File: config.mk
export PLATFORM = sky130hd
export DESIGN_NAME = fetch_sequencer
export DESIGN_NICKNAME = d
export VERILOG_FILES = /design/src/rtl/fetch_sequencer.sv
export SDC_FILE = /design/constraint.sdc
export NUM_CORES = 1
export LEC_CHECK = 0
export ABC_CLOCK_PERIOD_IN_PS = 2400
export CAP_MARGIN = 20
export CORE_MARGIN = 4
export CORE_UTILIZATION = 40
export DETAILED_ROUTE_END_ITERATION = 12
export PLACE_DENSITY = 0.74
export SLEW_MARGIN = 25
export SYNTH_ARGS = -nofsm -noshare
export SYNTH_HDL_FRONTEND = slang
export SYNTH_SLANG_ARGS = --single-unit
File: constraint.sdc
create_clock -name clock -period 2.4 [get_ports clock]
set_clock_uncertainty 0.15 [all_clocks]
set_input_delay 0.24 -clock clock [delete_from_list [all_inputs] [get_ports clock]]
set_output_delay 0.24 -clock clock [all_outputs]
set_load 0.01 [all_outputs]
File: src/rtl/fetch_sequencer.sv
// Instruction fetch/sequencing stage: owns pc and ir, runs FETCH -> DECODE -> EXECUTE per instruction.
// Optional single-step HOLD state is enabled with `define FETCH_SEQ_STEP_EN.
module fetch_sequencer #(
  parameter int                  PC_WIDTH     = 8,
  parameter logic [PC_WIDTH-1:0] RESET_PC     = '0,
  parameter int                  IMEM_TIMEOUT = 16
) (
  input  logic                clock,
  input  logic                reset,
  output logic [PC_WIDTH-1:0] imem_addr,
  output logic                imem_req,
  input  logic                imem_ack,
  input  logic [7:0]          imem_data,
  output logic [7:0]          ir,
  output logic [2:0]          opcode,
  output logic [4:0]          operand,
  output logic                instr_valid,
  input  logic                j,
  input  logic                jc,
  input  logic                neq,
  input  logic                cmp_eq,
  input  logic [PC_WIDTH-1:0] jump_target,
  input  logic                ex_stall,
`ifdef FETCH_SEQ_STEP_EN
  input  logic                step,
`endif
  output logic                exec_commit,
  output logic [PC_WIDTH-1:0] pc,
  output logic                fetch_err,
  output logic [2:0]          dbg_state
);

  // imem handshake: a fetch completes on any rising edge where imem_req and imem_ack are both high;
  // imem_req is held until then, and imem_ack is ignored whenever imem_req is low.
  typedef enum logic [2:0] {
    ST_FETCH   = 3'd0,
    ST_DECODE  = 3'd1,
    ST_EXECUTE = 3'd2,
    ST_ERROR   = 3'd3
`ifdef FETCH_SEQ_STEP_EN
    , ST_HOLD  = 3'd4
`endif
  } state_e;

`ifdef FETCH_SEQ_STEP_EN
  localparam state_e ST_IDLE = ST_HOLD;
`else
  localparam state_e ST_IDLE = ST_FETCH;
`endif

  localparam int                CNT_W    = (IMEM_TIMEOUT > 1) ? $clog2(IMEM_TIMEOUT) : 1;
  localparam logic [CNT_W-1:0]  CNT_LAST = CNT_W'(IMEM_TIMEOUT - 1);

  state_e              state_q;
  logic [PC_WIDTH-1:0] pc_q;
  logic [7:0]          ir_q;
  logic [CNT_W-1:0]    cnt_q;
  logic                fetch_err_q;

  logic                taken_d;
  logic [PC_WIDTH-1:0] pc_d;
  logic                timeout_d;

  assign taken_d   = j | (jc & (cmp_eq ^ neq));
  assign pc_d      = taken_d ? jump_target : pc_q + PC_WIDTH'(1);
  assign timeout_d = (IMEM_TIMEOUT > 0) && (cnt_q == CNT_LAST);

  always_ff @(posedge clock) begin
    if (reset) begin
      state_q     <= ST_IDLE;
      pc_q        <= RESET_PC;
      ir_q        <= '0;
      cnt_q       <= '0;
      fetch_err_q <= 1'b0;
    end else begin
      unique case (state_q)
        ST_FETCH: begin
          // A late ack on the final allowed cycle still wins over the timeout.
          if (imem_ack) begin
            ir_q    <= imem_data;
            cnt_q   <= '0;
            state_q <= ST_DECODE;
          end else if (timeout_d) begin
            fetch_err_q <= 1'b1;
            state_q     <= ST_ERROR;
          end else begin
            cnt_q <= cnt_q + CNT_W'(1);
          end
        end
        ST_DECODE: state_q <= ST_EXECUTE;
        ST_EXECUTE: begin
          if (!ex_stall) begin
            pc_q    <= pc_d;
            state_q <= ST_IDLE;
          end
        end
        ST_ERROR: state_q <= ST_ERROR;
`ifdef FETCH_SEQ_STEP_EN
        ST_HOLD: begin
          if (step) state_q <= ST_FETCH;
        end
`endif
        default: state_q <= ST_IDLE;
      endcase
    end
  end

  assign imem_req    = (state_q == ST_FETCH);
  assign instr_valid = (state_q == ST_DECODE) || (state_q == ST_EXECUTE);
  assign exec_commit = (state_q == ST_EXECUTE) && !ex_stall;
  assign imem_addr   = pc_q;
  assign pc          = pc_q;
  assign ir          = ir_q;
  assign opcode      = ir_q[7:5];
  assign operand     = ir_q[4:0];
  assign fetch_err   = fetch_err_q;
  assign dbg_state   = state_q;

endmodule

==> results of run 1 <==
## area by class of cell
type / instances / area (um2)
flip-flops and latches: 23 / 462
clock inverters: 1 / 5.00
multi-input cells: 111 / 699
inverters: 3 / 11.3
fillers: 297 / 1230
clock buffers: 3 / 22.5
well taps: 44 / 55.1
repair buffers: 65 / 641
## routing by layer
layer / GRT usage / vias up / share of wire
li1: - / 646 / -
met1: 0.191 / 603 / 0.42
met2: 0.293 / 35 / 0.51
met3: 0.0255 / 4 / 0.052
met4: 0.0699 / 0 / 0.017
met5: 0 / - / 0
## layout by cell type, fill, tap and decap left out, drive strengths merged
master,count
a211o,1
a211oi,4
a21o,1
a21oi,14
a22oi,2
a2bb2oi,1
a31o,1
a31oi,3
and2,1
and3,4
buf,4
clkbuf,3
clkdlybuf4s50,61
clkinv,1
conb,1
dfxtp,23
ha,7
inv,3
mux2i,5
nand2,13
nand2b,5
nand3,14
nand3b,2
nor2,12
nor2b,3
nor3,1
nor3b,1
nor4,1
nor4b,1
o21a,1
o21ai,3
o21bai,1
o221ai,2
o311ai,1
o32ai,1
or2b,1
or3,1
or4,1
xor2,1
## registers in the layout, summed over array words and instances (netlist names)
register   count
ir             8
imem_addr      8
cnt_q          4
dbg_state      2
fetch_err      1
## repair_timing
item | in CTS | in global routing
gates resized for setup | 0 | 2
endpoints found under the setup margin | 0 | 1
hold buffers | 0 | 0
## stage by stage
stage / cell area, um2 / worst slack (ps) / instances / util / hold slack (ps)
global route: 1900 / 29.6 / 250 / 0.606 / 320
detailed placement: 1860 / 344 / 246 / 0.596 / 311
finish: 1900 / 116 / 250 / 0.606 / 306
CTS: 1890 / 6.52 / 250 / 0.604 / 315
floorplan: 1340 / 564 / 161 / - / 235
global placement: 1860 / 350 / 246 / 0.596 / 304
## cells by family (layout without fill, tap and decap cells)
kind of cell             after synthesis  after routing  synth area share
other                                  1              1           0.00280
AO/OA/AOI/OAI                         36             36             0.176
flip-flops                            23             23             0.343
XOR/XNOR                               1              1           0.00653
adder cells (fa/ha/maj)                7              7            0.0653
multiplexers                           5              5            0.0373
buffers and inverters                 27             72             0.138
AND/OR/NAND/NOR                       61             61             0.230
## final timing paths
| check | from | endpoint | slack, ps | cells after the start |
|---|---|---|---|---|
| setup / recovery | dbg_state[0] | exec_commit | 120 | 5 |
| hold / removal | imem_data[7] | ir[7] | 310 | 3 |
| setup reg to reg | dbg_state[0] | imem_addr[5] | 550 | 8 |
| hold reg to reg | ir[4] | ir[4] | 320 | 2 |
## critical path, stage by stage, from the launching register on
cell and delay (ps):
dfxtp_2 370, inv_1 100, ha_1 180, or2b_4 320, inv_2 70, clkdlybuf4s50_1 520
## power breakdown
part / switching (mW) / internal, mW
Combinational: 0.355 / 0.400
Clock: 0.128 / 0.0624
Sequential: 0.0700 / 0.451
==> reports/qor.csv, run 1 <==
stage,metric,value,unit
sta,clock.fmax,0.438,GHz
grt,grt_antenna_before_repair,0,
hold_path,hp-class,input pin to flip-flop,
sta,rsz0062_at_grt,no,
placed_design,place_hpwl,2670,um
yosys,syn_area,1340,um2
sta,fin_crit_sh,0.952,
yosys,yosysMostFrequentCell,dfxtp_1,
yosys,synth_largest_area_cell,dfxtp_1,
placed_design,routabilityCongestion,0.790,
grt,grt_overflow,0,
floorplan,initial_core_util,0.429,
yosys,synth_edf_count,0,
detailed_routing,firstDrtPassIters,4,
sta,fin_crit,2280,ps
clocking,htree_levels,1,
placed_design,port_buffers,61,
clocking,root_buffer,clkbuf_4,
floorplan,io_pins,63,
yosys,synth_top_area_frac,0.343,
grt,grt_pass1_wl,5670,um
finish,final_layout_size_suffix_gt1_frac,0.0631,
worst_setup_path,required,2010,ps
clocking,numCtsBuffers,3,
detailed_routing,route.detailed.drc,0,
clocking,cts.sinks,23,
floorplan,fp.dieH,65.9,um
sta,finalSetupViolCount,0,
finish,antenna_cells,0,
floorplan,num_rows,20,
sta,fin_tns_setup,0,ps
worst_setup_path,arrival,1890,ps
floorplan,core_area,3130,um2
yosys,ys_types,41,
yosys,synth_area_leaders,"dfxtp_1, buf_4, ha_1, nand3_1, a21oi_1",
finish,syn_to_final_growth,41.3,%
worst_setup_path,crit_path_end_kind,output port,
floorplan,chipWidth,65.9,um
yosys,ys_seq_area_frac,0.343,
detailed_routing,drt_first_iter_violations,47,
worst_setup_path,start_kind,flip-flop,
detailed_routing,wl,3440,um
detailed_routing,vias,1288,
clocking,clock_latency,320,ps
clocking,cts_tree,done,
worst_setup_path,worst-path-max-fanout,10,
clocking,clockBufferDepth,2,
clocking,cts.clk_slew.worst_paths,150,ps
sta,slew_violations,0,
detailed_routing,detail_route.vias_per_cell,5.15,
yosys,synth_cells,161,
power,ir_drop,525,uV
yosys,synthTopCellsByCount,"dfxtp_1, buf_4, nand3_1",
yosys,yosysWarnings,0,
sta,hold_viol_final,0,
yosys,avgSynthCellArea,8.33,um2
grt,grt_pass1_vias,1236,
power,power_density,773,nW/um2
yosys,synthesis.nets,192,
detailed_routing,postRouteAntennaNets,0,
grt,grt_max_degree,17,
detailed_routing,wire_per_inst,13.8,um
yosys,ys.flop_type,dfxtp_1,
yosys,synth_async_sr_flop_share,0,
yosys,synth_seq_cells,23,
worst_setup_path,path_class,flip-flop to output port,
status,status,completed,
grt,grt_usage,0.164,
power,power_leakage,0.707,nW
clocking,cts_setup_buffers,0,
finish,nets,238,
job,drv_cap,0,
floorplan,dieArea,4340,um2
power,power,1.47,mW
(Power assumes the default switching activity.)
==> run 2, diff against run 1 <==
- CORE_MARGIN: 4 -> 5
==> run 2 against run 1 <==
  * Sequential power about the same
  * Non-clock buffer count unchanged
  * First-iteration DRC count down 26%
  * Setup slack worse by 13 ps
  * Critical path type unchanged
  * Sequential share of layout area down 0.082 points
  * Register-to-register slack worse by 40 ps
  * Cell area about the same
==> reports/qor.csv, run 2 (synthesis results as in run 1) <==
stage,metric,value,unit
finish,nets,238,
clocking,cts.sinks,23,
worst_setup_path,rr_worst_depth,8,
worst_setup_path,arrival,1910,ps
worst_setup_path,required,2010,ps
finish,antenna_cells,0,
power,ir_drop,485,uV
power,power_leakage,0.707,nW
clocking,numCtsBuffers,3,
worst_setup_path,path_cells,inv_1 -> ha_1 -> or2b_4 -> inv_2 -> clkdlybuf4s50_1,
sta,finalSetupViolCount,0,
detailed_routing,detail_route.vias_per_cell,5.13,
worst_setup_path,reg2reg_from,dbg_state[0],
clocking,clockBufferDepth,2,
sta,setup_ws,103,ps
detailed_routing,drt_first_iter_violations,35,
floorplan,num_rows,21,
finish,layout_commonest_cell,clkdlybuf4s50_1,
power,power_density,762,nW/um2
hold_path,hp-class,input pin to flip-flop,
finish,final_cell_mix,"clkdlybuf4s50_1, dfxtp_1, nand3_1",
floorplan,io_pins,63,
sta,tightest_slew,678,ps
sta,hold_viol_final,0,
grt,use_met1,0.181,
detailed_routing,vias,1292,
detailed_routing,firstDrtPassIters,4,
clocking,clock_latency,310,ps
sta,rsz0062_at_grt,no,
worst_setup_path,slowest_delay,530,ps
floorplan,chipWidth,67.9,um
worst_setup_path,path_buf_inv,3,
detailed_routing,postRouteAntennaNets,0,
grt,globalRouteMet2Util,0.275,
clocking,cts_tree,done,
detailed_routing,wl,3530,um
finish,postLayoutCellArea,1900,um2
grt,grt_antenna_before_repair,0,
floorplan,core_area,3280,um2
finish,finish.utilization,0.578,
sta,hold_ws,320,ps
worst_setup_path,rrSetupSlack,510,ps
clocking,cts.clk_slew.worst_paths,140,ps
status,status,completed,
worst_setup_path,cp.depth,5,
power,power,1.44,mW
worst_setup_path,critical-path-top-delay-family,buffers and inverters,
worst_setup_path,r2r_end,imem_addr[7],
finish,layoutNonFillerInstCount,252,
sta,fin_crit_sh,0.957,
sta,slew_violations,0,
sta,maxSlewHeadroom,0.547,
placed_design,place_hpwl,2720,um
floorplan,dieArea,4610,um2
worst_setup_path,worst-path-max-fanout,10,
detailed_routing,wire_per_inst,14.0,um
clocking,htree_levels,1,
clocking,postCtsHoldBufs,0,
grt,grt_usage,0.155,
placed_design,port_buffers,61,
grt,grt_max_degree,20,
placed_design,placed_cells,248,
worst_setup_path,slowest_stage,clkdlybuf4s50_1,
sta,fin_crit,2300,ps
grt,use_met3,0.0296,
placed_design,postPlaceCellArea,1870,um2
floorplan,fp.dieH,67.9,um
placed_design,routabilityCongestion,0.771,
worst_setup_path,crit_start,dbg_state[0],
sta,clock.fmax,0.435,GHz
grt,busiest_layer,met2,
clocking,root_buffer,clkbuf_4,
grt,grt_overflow,0,
job,drv_cap,0,
floorplan,initial_core_util,0.408,
finish,syn_to_final_growth,41.4,%
detailed_routing,route.detailed.drc,0,
worst_setup_path,start_kind,flip-flop,
placed_design,pre_cts_ws,341,ps
sta,fin_tns_setup,0,ps
worst_setup_path,path_class,flip-flop to output port,
finish,final_layout_size_suffix_gt1_frac,0.0583,
worst_setup_path,critical_path.endpoint,exec_commit,
worst_setup_path,crit_path_end_kind,output port,
grt,grt_pass1_wl,5630,um
grt,grt_pass1_vias,1255,
==> run 2: worst min-delay path, stage by stage <==
cell and delay (ps):
clkdlybuf4s50_1 400, nand3_1 60, a21oi_1 50
==> run 2: layout make-up <==
class / count / area [um2]
Clock inverter: 1 / 5.00
Sequential cell: 23 / 460
Timing Repair Buffer: 65 / 641
Tap cell: 46 / 57.6
Inverter: 3 / 11.3
Fill cell: 308 / 1390
Clock buffer: 3 / 22.5
Multi-Input combinational cell: 111 / 699
==> run 2: layer usage <==
layer  wire length (um)  part of all wire  vias to the layer above
li1                   -                 -                      645
met5                  0                 0                        -
met1               1430              0.41                      585
met3                304             0.086                        8
met2               1740              0.49                       54
met4                 57             0.016                        0
==> run 2: timing repair <==
action	CTS	global route
resized for setup	0	1
setup endpoints to repair	0	1
setup buffers	0	0
==> run 2: power by group <==
part / internal (mW) / total (mW) / switching, mW
clock: 0.0621 / 0.181 / 0.119
combinational: 0.394 / 0.739 / 0.344
sequential: 0.449 / 0.524 / 0.0753
total: 0.906 / 1.44 / 0.539
==> run 2: worst min path at each step <==
stage / startpoint / endpoint / slack [ps] / cells after the start
floorplan: imem_data[0] / ir[0] / 230 / 2
global placement: ir[7] / ir[7] / 300 / 2
CTS: imem_data[0] / ir[0] / 330 / 3
finish: imem_data[0] / ir[0] / 320 / 3
detailed placement: ir[2] / ir[2] / 310 / 2
global route: imem_data[0] / ir[0] / 330 / 3
==> run 3, diff against run 2 <==
- ABC_AREA: default -> 0
- SETUP_SLACK_MARGIN: default -> 0.1
==> run 3 against run 2 <==
  * Non-clock buffer count unchanged
  * Clock power about the same
  * Cell count unchanged
  * Clock-buffer cell count unchanged
==> reports/qor.csv, run 3 (synthesis results as in run 1) <==
stage,metric,value,unit
status,status,completed,
grt,grt_pass1_vias,1255,
placed_design,pre_cts_ws,341,ps
floorplan,initial_core_util,0.408,
floorplan,num_rows,21,
finish,final_layout_size_suffix_gt1_frac,0.0728,
grt,grt_max_degree,20,
clocking,numCtsBuffers,3,
floorplan,io_pins,63,
sta,tightest_slew,690,ps
worst_setup_path,critical-path-top-delay-family,buffers and inverters,
grt,grt_overflow,0,
power,power_density,766,nW/um2
floorplan,dieArea,4610,um2
placed_design,place_hpwl,2720,um
detailed_routing,wl_met3,244,um
job,drv_cap,0,
clocking,cts_setup_buffers,0,
finish,layout_commonest_cell,clkdlybuf4s50_1,
detailed_routing,firstDrtPassIters,4,
sta,fin_tns_setup,0,ps
clocking,root_buffer,clkbuf_4,
clocking,cts.clk_slew.worst_paths,140,ps
sta,setup_ws,169,ps
sta,clock.fmax,0.448,GHz
detailed_routing,wl_met2,1760,um
clocking,clock_latency,310,ps
worst_setup_path,arrival,1840,ps
worst_setup_path,rr_worst_depth,5,
sta,slew_violations,0,
detailed_routing,vias,1283,
worst_setup_path,worst-path-max-fanout,10,
detailed_routing,wire_per_inst,14.1,um
floorplan,core_area,3280,um2
placed_design,port_buffers,61,
detailed_routing,wl,3550,um
sta,finalSetupViolCount,0,
clocking,clockBufferDepth,2,
placed_design,routabilityCongestion,0.771,
worst_setup_path,start_kind,flip-flop,
sta,rsz0062_at_grt,no,
hold_path,holdPathStages,3,
floorplan,chipWidth,67.9,um
sta,maxSlewHeadroom,0.539,
placed_design,postPlaceCellArea,1870,um2
worst_setup_path,rrSetupSlack,590,ps
worst_setup_path,slowest_delay,530,ps
power,power,1.45,mW
floorplan,fp.dieH,67.9,um
power,ir_drop,488,uV
clocking,cts.sinks,23,
worst_setup_path,path_buf_inv,3,
sta,fin_crit,2230,ps
detailed_routing,drt_first_iter_violations,40,
finish,antenna_cells,0,
detailed_routing,postRouteAntennaNets,0,
detailed_routing,route.detailed.drc,0,
clocking,htree_levels,1,
worst_setup_path,slowest_stage,clkdlybuf4s50_1,
grt,grt_antenna_before_repair,0,
worst_setup_path,crit_path_end_kind,output port,
finish,final_cell_mix,"clkdlybuf4s50_1, dfxtp_1, nand3_1",
worst_setup_path,cp.depth,5,
worst_setup_path,path_cells,inv_2 -> ha_1 -> or2b_4 -> inv_2 -> clkdlybuf4s50_1,
finish,nets,238,
sta,hold_ws,320,ps
power,power_leakage,0.707,nW
grt,grt_pass1_wl,5630,um
detailed_routing,highest_layer,met4,
worst_setup_path,required,2010,ps
detailed_routing,wl_met1,1500,um
clocking,postCtsHoldBufs,0,
clocking,cts_tree,done,
detailed_routing,detail_route.vias_per_cell,5.09,
sta,hold_viol_final,0,
worst_setup_path,crit_top_cell,inv_2,
hold_path,hp-class,input pin to flip-flop,
worst_setup_path,path_class,flip-flop to output port,
grt,grt_usage,0.155,
finish,postLayoutCellArea,1900,um2
finish,syn_to_final_growth,41.6,%
sta,fin_crit_sh,0.930,
run 3: changes by cell type in the layout (fill, tap and decap cells not counted):
cell | previous run | this run
dfxtp_1 | 23 | 21
dfxtp_2 | 0 | 2
inv_1 | 2 | 1
inv_2 | 1 | 2
run 3: power breakdown:
part	switching (mW)	leakage (nW)	internal [mW]
clock network	0.121	0.0177	0.0621
logic	0.346	0.501	0.395
registers	0.0769	0.188	0.453
total	0.544	0.707	0.910
run 3: metrics by stage:
step / utilization / cells
floorplan: - / 161
global placement: 0.568 / 248
detailed placement: 0.568 / 248
CTS: 0.578 / 252
global route: 0.578 / 252
finish: 0.578 / 252
run 3: final timing paths:
check,start,to
worst max register to register,dbg_state[0],imem_addr[7]
worst max-delay path,dbg_state[0],exec_commit
worst min register to register,ir[2],ir[2]
worst min-delay path,imem_data[0],ir[0]
run 3: per-layer routing:
layer | up-vias | GRT usage
met4 | 0 | 0.0670
met3 | 4 | 0.0296
li1 | 646 | -
met2 | 37 | 0.275
met5 | - | 0
met1 | 596 | 0.181
run 3: worst reg2reg max path, cell delays in order (launching register included):
cell and delay [ps]:
dfxtp_2 380, inv_2 80, ha_1 150, or2b_4 320, or4_1 500, a31oi_1 160
run 3: layout make-up:
cell class,count,area (um2)
well taps,46,57.6
repair buffers,65,641
inverters,3,11.3
multi-input cells,111,699
fillers,308,1390
clock buffers,3,22.5
clock inverters,1,5.00
flip-flops and latches,23,463
run 3: what timing repair did:
action	in CTS	in global routing
setup endpoints to repair	1	1
endpoints found under the hold margin	0	0
gates resized for setup	2	2
